$ cat src/rtl/adder_tb_pkg.sv
// Shared types, constants and golden arithmetic for the adder vector generator.
package adder_tb_pkg;

  localparam int unsigned WIDTH_DEF = 6;
  localparam int unsigned GOLD_W    = 16;

  // Galois tap mask for x^12+x^6+x^4+x+1 (right-shifting form)
  localparam logic [31:0] LFSR_POLY = 32'h0000_0829;

  typedef enum logic [1:0] {
    IDLE,
    RUN,
    DONE
  } state_e;

  // Zero-extended sum; bit w of the result is the carry out of a w-bit add.
  function automatic logic [GOLD_W:0] golden_add(input logic [GOLD_W-1:0] a,
                                                 input logic [GOLD_W-1:0] b);
    return {1'b0, a} + {1'b0, b};
  endfunction

endpackage

$ cat src/rtl/adder_lfsr.sv
// Galois LFSR with load and step enable; a zero seed is replaced by 1.
// next_o is the combinational successor of the current state.
module adder_lfsr #(
  parameter int unsigned N         = 12,
  parameter logic [N-1:0] POLY     = 12'h829
) (
  input  logic         clk,
  input  logic         reset,
  input  logic         load_i,
  input  logic         en_i,
  input  logic [N-1:0] seed_i,
  output logic [N-1:0] state_o,
  output logic [N-1:0] next_o
);

  logic [N-1:0] state_q;
  logic [N-1:0] seed_eff;

  // An all-zero state would lock the register, so never load it.
  assign seed_eff = (seed_i == '0) ? N'(1) : seed_i;
  assign next_o   = {1'b0, state_q[N-1:1]} ^ (state_q[0] ? POLY : '0);
  assign state_o  = state_q;

  always_ff @(posedge clk) begin
    if (!reset || load_i) begin
      state_q <= seed_eff;
    end else if (en_i) begin
      state_q <= next_o;
    end
  end

endmodule

$ cat src/rtl/adder_vector_gen.sv
// Self-running operand/golden-result source: exhaustive sweep or LFSR random.
// First vector one cycle after start; outputs registered and held while ready is low.
module adder_vector_gen
  import adder_tb_pkg::*;
#(
  parameter int unsigned          WIDTH     = WIDTH_DEF,
  parameter int unsigned          N_RANDOM  = 1024,
  parameter logic [2*WIDTH-1:0]   LFSR_SEED = 12'hACE
) (
  input  logic               clk,
  input  logic               reset,
  input  logic               start,
  input  logic               mode,
  output logic [WIDTH-1:0]   x,
  output logic [WIDTH-1:0]   y,
  output logic [WIDTH-1:0]   s_exp,
  output logic               ov_exp,
  output logic               valid,
  input  logic               ready,
  output logic               busy,
  output logic               done,
  output logic [2*WIDTH:0]   count
);

  localparam int unsigned VW = 2 * WIDTH;
  localparam int unsigned CW = VW + 1;
  localparam logic [CW-1:0] LAST_EXH = CW'((64'(1) << VW) - 64'(1));
  localparam logic [CW-1:0] LAST_RND = CW'(N_RANDOM - 1);

  state_e           state_q;
  logic             mode_q;
  logic [WIDTH-1:0] x_q, y_q, s_q;
  logic             ov_q, valid_q, busy_q, done_q;
  logic [CW-1:0]    count_q;

  logic [VW-1:0]    lfsr_state, lfsr_next;
  logic [VW-1:0]    vec_d;
  logic [WIDTH-1:0] s_d;
  logic             ov_d;
  logic             xfer, is_last;

  assign xfer    = (state_q == RUN) && ready;
  assign is_last = (count_q == (mode_q ? LAST_RND : LAST_EXH));

  // In IDLE the candidate is vector 0 of the requested mode; in RUN it is the successor.
  assign vec_d = (state_q == IDLE) ? (mode ? lfsr_state : '0)
                                   : (mode_q ? lfsr_next : count_q[VW-1:0] + VW'(1));

  assign {ov_d, s_d} = (WIDTH + 1)'(golden_add(GOLD_W'(vec_d[VW-1:WIDTH]),
                                               GOLD_W'(vec_d[WIDTH-1:0])));

  // The LFSR reloads its seed on the way back to IDLE so every random run repeats.
  adder_lfsr #(
    .N    (VW),
    .POLY (LFSR_POLY[VW-1:0])
  ) u_lfsr (
    .clk     (clk),
    .reset   (reset),
    .load_i  (state_q == DONE),
    .en_i    (xfer && mode_q),
    .seed_i  (LFSR_SEED),
    .state_o (lfsr_state),
    .next_o  (lfsr_next)
  );

  always_ff @(posedge clk) begin
    if (!reset) begin
      state_q <= IDLE;
      mode_q  <= 1'b0;
      x_q     <= '0;
      y_q     <= '0;
      s_q     <= '0;
      ov_q    <= 1'b0;
      valid_q <= 1'b0;
      busy_q  <= 1'b0;
      done_q  <= 1'b0;
      count_q <= '0;
    end else begin
      case (state_q)
        IDLE: begin
          done_q <= 1'b0;
          if (start) begin
            state_q <= RUN;
            mode_q  <= mode;
            count_q <= '0;
            valid_q <= 1'b1;
            busy_q  <= 1'b1;
            x_q     <= vec_d[VW-1:WIDTH];
            y_q     <= vec_d[WIDTH-1:0];
            s_q     <= s_d;
            ov_q    <= ov_d;
          end
        end
        RUN: begin
          if (ready) begin
            count_q <= count_q + CW'(1);
            if (is_last) begin
              state_q <= DONE;
              valid_q <= 1'b0;
              busy_q  <= 1'b0;
              done_q  <= 1'b1;
            end else begin
              x_q  <= vec_d[VW-1:WIDTH];
              y_q  <= vec_d[WIDTH-1:0];
              s_q  <= s_d;
              ov_q <= ov_d;
            end
          end
        end
        DONE: begin
          done_q  <= 1'b0;
          state_q <= IDLE;
        end
        default: begin
          state_q <= IDLE;
          valid_q <= 1'b0;
          busy_q  <= 1'b0;
          done_q  <= 1'b0;
        end
      endcase
    end
  end

  assign x      = x_q;
  assign y      = y_q;
  assign s_exp  = s_q;
  assign ov_exp = ov_q;
  assign valid  = valid_q;
  assign busy   = busy_q;
  assign done   = done_q;
  assign count  = count_q;

endmodule

$ cat config.mk
export PLATFORM = sky130hd
export DESIGN_NAME = adder_vector_gen
export DESIGN_NICKNAME = d
export VERILOG_FILES = /design/src/rtl/adder_tb_pkg.sv /design/src/rtl/adder_lfsr.sv /design/src/rtl/adder_vector_gen.sv
export SDC_FILE = /design/constraint.sdc
export NUM_CORES = 1
export LEC_CHECK = 0
export CAP_MARGIN = 30
export CORE_ASPECT_RATIO = 1.4
export CORE_MARGIN = 3
export CORE_UTILIZATION = 55
export DETAILED_ROUTE_END_ITERATION = 7
export GPL_TIMING_DRIVEN = 0
export PLACE_DENSITY = 0.86
export SYNTH_ARGS = -nofsm -noshare
export SYNTH_HDL_FRONTEND = slang
export SYNTH_HIERARCHICAL = 1
export SYNTH_SLANG_ARGS = --single-unit
$ cat constraint.sdc
create_clock -name clk -period 3.1 [get_ports clk]
set_input_delay 0.31 -clock clk [delete_from_list [all_inputs] [get_ports clk]]
set_output_delay 0.31 -clock clk [all_outputs]
set_load 0.03 [all_outputs]
After elaboration in Yosys (flattened, before gate mapping):

Cells that the tools add are included.
W data, S select, Z words.

* output and inout port bits: 35
* flip-flop bits (word level): 49

* bitwise logic cells: 2
* add/sub/neg operators: 3
* equality and inequality tests: 7
* mux-type cells: 32
* reductions and logical operators: 13

Operators with widths (count)
* $mux W12: 5
* $mux W6: 9
* $pmux W6 S2: 3
* $mux W13: 2
* $pmux W13 S2: 1
* $add A13 B1 Y13 const B: 1
* $eq A13 B12 Y1: 1
* $add A12 B1 Y12 const B: 1
* $xor A11 B12 Y12: 1
* $ne A2 B2 Y1 const B: 4
* $reduce_and A4 Y1: 2
* $add A6 B6 Y7: 1
* $mux W1: 6
* $mux W2: 3
* $reduce_and A2 Y1: 3
* $reduce_and A3 Y1: 2
* $pmux W2 S2: 1
* $pmux W1 S3: 1
* $eq A2 B1 Y1 const B: 1
* $eq A2 B2 Y1 const B: 1
* $logic_and A1 B1 Y1: 2
* $logic_not A2 Y1: 1
* $pmux W1 S2: 1
* $reduce_bool A2 Y1: 1
* other kinds (3): 3

Logic depth before layout (Yosys ltp):

Gate-level depths: netlist of the first run.

* depth in word-level cells: 8
* depth in mapped cells: 14
* mapped depth without buffers: 13

By module:

Netlist of the first run, hierarchy kept.

Modules (own cells, without submodules)
* adder_vector_gen: area an instance 2219.6 µm², cells an instance 281, times used 1, seq. area each 740.7 µm²
* adder_lfsr: area an instance 675.6 µm², cells an instance 49, times used 1, seq. area each 360.3 µm²

Least setup slack after synthesis of the first run:

Ideal clock, no wire load.

* kind: register to register
* from: register count_q[2] (netlist: count[2])
* to: register s_q[5] (netlist: s_exp[5])
* arrival: 2.663 ns
* library setup time: 0.119 ns
* path slack: 0.318 ns
* clock period less this slack: 2.782 ns
* required time: 2.981 ns
* stages on the path, launching flop included: 12
* cells stage by stage: dfxtp_1 > buf_2 > nand4_1 > or4_4 > xor2_1 > o221a_1 > inv_1 > ha_1 > nor3b_1 > mux2_2 > o21ai_0 > a21oi_1

* longest elaborated chain between the ends: 7

Ends and longest elaborated chain
* from (decl): line adder_vector_gen.sv:34 `logic [CW-1:0] count_q;`
* from (signal assigned): line adder_vector_gen.sv:96 `count_q <= count_q + CW'(1);`
* $add A12 B1 Y12 (*): line adder_vector_gen.sv:47 `: (mode_q ? lfsr_next : count_q[VW-1:0] + VW'(1));`
* $mux W12 (*): line adder_vector_gen.sv:47
* $mux W12 (*): line adder_vector_gen.sv:46 `assign vec_d = (state_q == IDLE) ? (mode ? lfsr_state : '0)`
* net vec_d[11]: line adder_vector_gen.sv:37 `logic [VW-1:0] vec_d;`
* $add A6 B6 Y7 (*): line adder_tb_pkg.sv:19 `return {1'b0, a} + {1'b0, b};`
* $mux W6: line adder_vector_gen.sv:97 `if (is_last) begin`
* $mux W6: line adder_vector_gen.sv:95 `if (ready) begin`
* $pmux W6 S2 (*): line adder_vector_gen.sv:79 `case (state_q)`
* to (signal assigned): line adder_vector_gen.sv:72 `s_q <= '0;`
* to (signal assigned): line adder_vector_gen.sv:90 `s_q <= s_d;`
* to (signal assigned): line adder_vector_gen.sv:105 `s_q <= s_d;`
* to (decl): line adder_vector_gen.sv:32 `logic [WIDTH-1:0] x_q, y_q, s_q;`

The timed path passes the listed nets; every way through them passes the cells marked *. The select of a mux whose other input is x is not followed.
A chain may end at the register's enable or synchronous reset.

Worst setup path in the final report of the first run:

Ends and elaborated chain as after synthesis.

==> impl_metrics.yaml, run 1 <==
outcome:
  outcome: "finished, final reports clean"
timing:
  hold_viol_final: 0
  setup_viol: 0
  period_minus_slack_ns: 2.88
  slew_viol_final: 0
  timing.fmax_mhz: 347
  tightest_slew_ns: 0.626
  slew_headroom_pct: 58.3
  fin_skew_ns: 0.00706
  setup_tns_ns: 0
  fin_crit_sh_pct: 93.0
  holdWs_ns: 0.453
  grt_setup_unrepaired: "no"
clocking:
  clock_latency_ns: 0.31
  htreeDepth: 2
  numClockSinks: 49
  clk_pin_slew_ns: 0.09
  cts.root.buffer_cell: "clkbuf_8"
  post_cts_buffers: 0
  numCtsBuffers: 5
  cts_max_path_buffers: 2
  cts_tree: "done"
drt:
  drt_first_iter_violations: 202
  drt-total-wl_mm: 7.21
  avgRoutedWirePerCell_um: 15.6
  drtAntennaViolNets: 0
  via_count: 2650
  drcViolationCount: 0
  viasPerCell: 5.74
  dr.pass1.iters: 4
logic_synthesis:
  synthArstFlopShare_pct: 0
  ys_top_cells_by_count: "dfxtp_1 (37), nor2_1 (36), a21oi_1 (23), nand2_1 (23), nand3_1 (20)"
  yosysWarnings: 6
  seq_area_frac_synth_pct: 38.0
  synth.area.top_cells: "dfxtp_1 (26%), edfxtp_1 (12%), nor2_1 (4.7%)"
  postSynthRegisterBits: 49
  ys_types: 55
  syn_inst: 330
  synth.most_common_cell: "dfxtp_1"
  synth_area_sq_mm: 0.00290
  synthFlopType: "dfxtp_1"
  synth.top_cell.area_share_pct: 25.6
  synth_edf_count: 12
  synth_area_leader_cell: "dfxtp_1"
  avgSynthCellArea_sq_um: 8.77
placed_design:
  gp_congestion: 0.872
  port_buffers: 39
  dpl.hpwl_mm: 5.48
pwr:
  power.leakage_nw: 1.44
  cellPowerDensity_mw_per_mm2: 420
  vdd_drop_max_v: 0.000289
  p_total_mw: 1.48
grt:
  grt_pass1_wl_mm: 11.8
  antenna_found_initial: 0
  grt_max_degree: 15
  grt-ovfl-total: 0
  grt_pass1_vias: 2498
  track_usage_pct: 24.9
floorplan:
  core_sq_mm: 0.00495
  num_rows: 30
  io_pins: 40
  start_util_pct: 58.4
  dieArea_sq_mm: 0.00618
  die_h_um: 91.8
  die_w_um: 67.3
layout:
  drive_gt1_share_pct: 11.1
  nNetsFinal: 410
  insertedDiodeCount: 0
  syn_to_final_growth_pct: 22.0
  fill_cells: 427
critical_path:
  r2r_slack_ns: 0.22
  crit_arrival_ns: 3.08
  crit_type: "reg2reg"
  crit_path_end_kind: "flop"
  cp.required_ns: 3.30
  path_max_fanout: 9
  worstSetupStartpointType: "flop"
run:
  cap_violations: 0
min_path:
  hp-class: "reg2reg"
[worst paths after layout]
path | startpoint | end | cells past startpoint
min | done$_SDFFE_PN0P_ | done$_SDFFE_PN0P_ | 2
min reg2reg | done$_SDFFE_PN0P_ | done$_SDFFE_PN0P_ | 2
max | count[2]$_SDFFE_PN0P_ | s_exp[5]$_SDFFE_PN0P_ | 12
max reg2reg | count[2]$_SDFFE_PN0P_ | s_exp[5]$_SDFFE_PN0P_ | 12
[what timing repair did]
item                                    in CTS  in global routing
hold buffers                                 0                  0
endpoints found under the setup margin       1                  3
gates resized for setup                      0                  6
[critical path: stages, from the launching register on]
cell and delay, ns:
dfxtp_1 0.33, buf_2 0.21, and4_1 0.27, nand4_1 0.19, xor2_1 0.29, o221a_2 0.26, inv_1 0.05, ha_1 0.33
o21ai_0 0.09, nor2_1 0.15, mux2_2 0.34, o21ai_0 0.18, a21oi_1 0.08
[routing by layer]
layer	vias up	wire, um	track usage (%)
met3	20	334	4.29
met1	1253	2990	29.9
met4	0	283	12.7
li1	1282	-	-
met2	95	3610	41.5
met5	-	0	0
[cells by family after synthesis]
logic type | count (synthesis) | share of synthesized area (%)
buffers and inverters | 40 | 6.91
other | 2 | 0.259
XOR/XNOR | 16 | 4.84
AND/OR/NAND/NOR | 118 | 20.7
adder cells (fa/ha/maj) | 8 | 3.72
flip-flops | 49 | 38.0
multiplexers | 19 | 7.91
AO/OA/AOI/OAI | 78 | 17.6
[power breakdown]
part	internal (mW)	total [mW]	switching, mW
Sequential	0.700	0.733	0.0326
Clock	0.157	0.371	0.214
Combinational	0.164	0.380	0.217
[flip-flops by register name, indices dropped and copies added (netlist names)]
| signal | count |
|---|---|
| s_exp | 6 |
| x | 6 |
| done | 1 |
| u_lfsr/state_o | 12 |
| count | 13 |
| busy | 1 |
| ov_exp | 1 |
| y | 6 |
| state_q | 2 |
| mode_q | 1 |
[cells in the final DEF (no fill, tap or decap), types with 4 or more instances in the layout]
cell,instances
clkbuf_1,10
conb_1,24
o21ai_0,15
clkdlybuf4s50_1,39
nand2b_1,9
inv_1,11
nand2_1,23
nor4_1,4
edfxtp_1,12
buf_4,10
buf_2,4
o211ai_1,8
a211oi_1,4
o211a_1,5
nor2b_1,4
clkbuf_8,5
xor2_1,10
mux2i_1,9
a21oi_1,23
mux2_4,7
ha_1,6
nand3_1,20
dfxtp_1,36
xnor2_1,6
nor2_1,36
[metrics by stage]
| stage | utilization, % | instances | setup WS [ns] | cell area [sq um] |
|---|---|---|---|---|
| after floorplan | - | 352 | 0.318 | 2980 |
| after global placement | 69.6 | 455 | 0.0462 | 3450 |
| after detailed placement | 69.6 | 455 | 0.0260 | 3450 |
| after CTS | 71.2 | 462 | 0.110 | 3530 |
| after global routing | 71.3 | 462 | 0.00168 | 3530 |
| final | 71.3 | 462 | 0.216 | 3530 |
[cell type report]
cell class | count | area [sq um] | area share [%]
buffer | 27 | 154 | 4.36
clock buffer | 6 | 72.6 | 2.05
clock inverter | 2 | 10.0 | 0.283
inverter | 12 | 45.0 | 1.27
multi-input combinational | 263 | 1680 | 47.5
sequential | 49 | 1100 | 31.2
tap | 64 | 80.1 | 2.27
timing repair buffer | 39 | 390 | 11.0
No activity file was read; power rests on OpenSTA's default activity.
==> inputs of run 2 (changes only) <==
==> constraint.sdc (replaced) <==
create_clock -name clk -period 3.1 [get_ports clk]
set_input_delay 0.62 -clock clk [delete_from_list [all_inputs] [get_ports clk]]
set_output_delay 0.62 -clock clk [all_outputs]
set_load 0.03 [all_outputs]
==> run 2 against run 1 <==
  * Clock power about the same
  * Sequential cell count unchanged
  * Design area about the same
  * First-iteration DRC count down 2.5%
  * Highest routed layer unchanged
  * Final cell count unchanged
  * Total power about the same
  * Hold slack about the same
  * Global-route usage unchanged
  * Clock-buffer cell count unchanged
==> impl_metrics.yaml, run 2 (synthesis results as in run 1) <==
layout:
  layout_common_cells: "clkdlybuf4s50_1 (39), nor2_1 (36), dfxtp_1 (36)"
  fill_cells: 427
  drive_gt1_share_pct: 11.3
  insertedDiodeCount: 0
  largest_reg_flops: 13
  final_util_pct: 71.3
  final_common_cell: "clkdlybuf4s50_1"
  final_cells: 462
  fin_area_sq_mm: 0.00353
  nNetsFinal: 410
  syn_to_final_growth_pct: 22.1
  seqCellArea_sq_mm: 0.00110
  multi_input_area_sq_mm: 0.00168
clocking:
  htreeDepth: 2
  numClockSinks: 49
  cts.root.buffer_cell: "clkbuf_8"
  clk_pin_slew_ns: 0.09
  cts_max_path_buffers: 2
  cts_tree: "done"
  clock_latency_ns: 0.31
  numCtsBuffers: 5
drt:
  via_count: 2629
  wl_met3_um: 387
  drt-met1-wl_mm: 2.92
  avgRoutedWirePerCell_um: 15.5
  drt-total-wl_mm: 7.18
  drtAntennaViolNets: 0
  drcViolationCount: 0
  dr.pass1.iters: 5
  maxUsedRoutingLayer: "met4"
  viasPerCell: 5.69
  drt_first_iter_violations: 197
  route.met2.wl_mm: 3.64
floorplan:
  start_util_pct: 58.4
  core_sq_mm: 0.00495
  num_rows: 30
  io_pins: 40
  die_h_um: 91.8
  dieArea_sq_mm: 0.00618
  die_w_um: 67.3
timing:
  timing.fmax_mhz: 348
  fin_crit_sh_pct: 92.8
  holdWs_ns: 0.453
  fin_skew_ns: 0.00750
  tightest_slew_ns: 0.600
  period_minus_slack_ns: 2.88
  slew_viol_final: 0
  hold_viol_final: 0
  grt_setup_unrepaired: "no"
  setup_viol: 0
  slew_headroom_pct: 59.6
pwr:
  power.leakage_nw: 1.44
  cellPowerDensity_mw_per_mm2: 420
  p_total_mw: 1.49
  vdd_drop_max_v: 0.000288
grt:
  grt_pass1_vias: 2498
  antenna_found_initial: 0
  grt-ovfl-total: 0
  grt_pass1_wl_mm: 11.8
  grt_max_degree: 15
  track_usage_pct: 24.9
outcome:
  outcome: "finished, final reports clean"
placed_design:
  port_buffers: 39
  dpl.hpwl_mm: 5.48
  gp_congestion: 0.872
  placed_area_sq_mm: 0.00345
  dp_cells: 455
min_path:
  hold_start: "done$_SDFFE_PN0P_"
  hp-class: "reg2reg"
critical_path:
  worstSetupStartpointType: "flop"
  r2r_start: "count[2]$_SDFFE_PN0P_"
  path_max_fanout: 9
  crit_type: "reg2reg"
  crit_path_end_kind: "flop"
  crit_arrival_ns: 3.08
  crit_start: "count[2]$_SDFFE_PN0P_"
  cp.required_ns: 3.30
run:
  cap_violations: 0
-- run 2: cell counts in the layout (fill, tap and decap cells not counted) --
Identical to the previous run, type by type.
-- run 2: critical path, cell delays in order, from the launching register on --
cell and delay, ns:
dfxtp_1 0.33, buf_2 0.21, and4_1 0.27, nand4_1 0.18, xor2_1 0.29, o221a_2 0.26
inv_1 0.05, ha_1 0.33, o21ai_0 0.09, nor2_1 0.15, mux2_2 0.34, o21ai_0 0.18
a21oi_1 0.08
-- run 2: cell type report --
cell class / instances / share of cell area (%)
inverters: 12 / 1.27
flip-flops and latches: 49 / 31.2
multi-input cells: 263 / 47.5
clock buffers: 6 / 2.05
plain buffers: 27 / 4.39
well taps: 64 / 2.27
repair buffers: 39 / 11.0
clock inverters: 2 / 0.283
-- run 2: metrics by stage --
stage,worst slack [ns],TNS [ns]
detailed placement,-0.0795,-0.107
floorplan,0.318,0
global route,0.00168,0
global placement,-0.0675,-0.0828
finish,0.223,0
CTS,0.110,0
-- run 2: worst paths after layout --
path / endpoint / slack (ns) / cells past startpoint
min reg2reg: done$_SDFFE_PN0P_ / 0.45 / 2
min: done$_SDFFE_PN0P_ / 0.45 / 2
max reg2reg: s_exp[5]$_SDFFE_PN0P_ / 0.22 / 12
max: s_exp[5]$_SDFFE_PN0P_ / 0.22 / 12
-- run 2: layer usage --
metal | GRT usage, % | vias to the layer above
met4 | 12.7 | 0
met5 | 0 | -
met2 | 41.5 | 90
li1 | - | 1280
met1 | 29.9 | 1240
met3 | 4.29 | 19
-- run 2: power by group --
part	internal [mW]	switching, mW	total [mW]
clock	0.157	0.215	0.372
combinational	0.164	0.216	0.380
sequential	0.700	0.0328	0.733
-- run 2: repair_timing --
item,in CTS,in global routing
setup endpoints to repair,1,3
buffers inserted,0,0
resized for setup,0,8
hold buffers,0,0
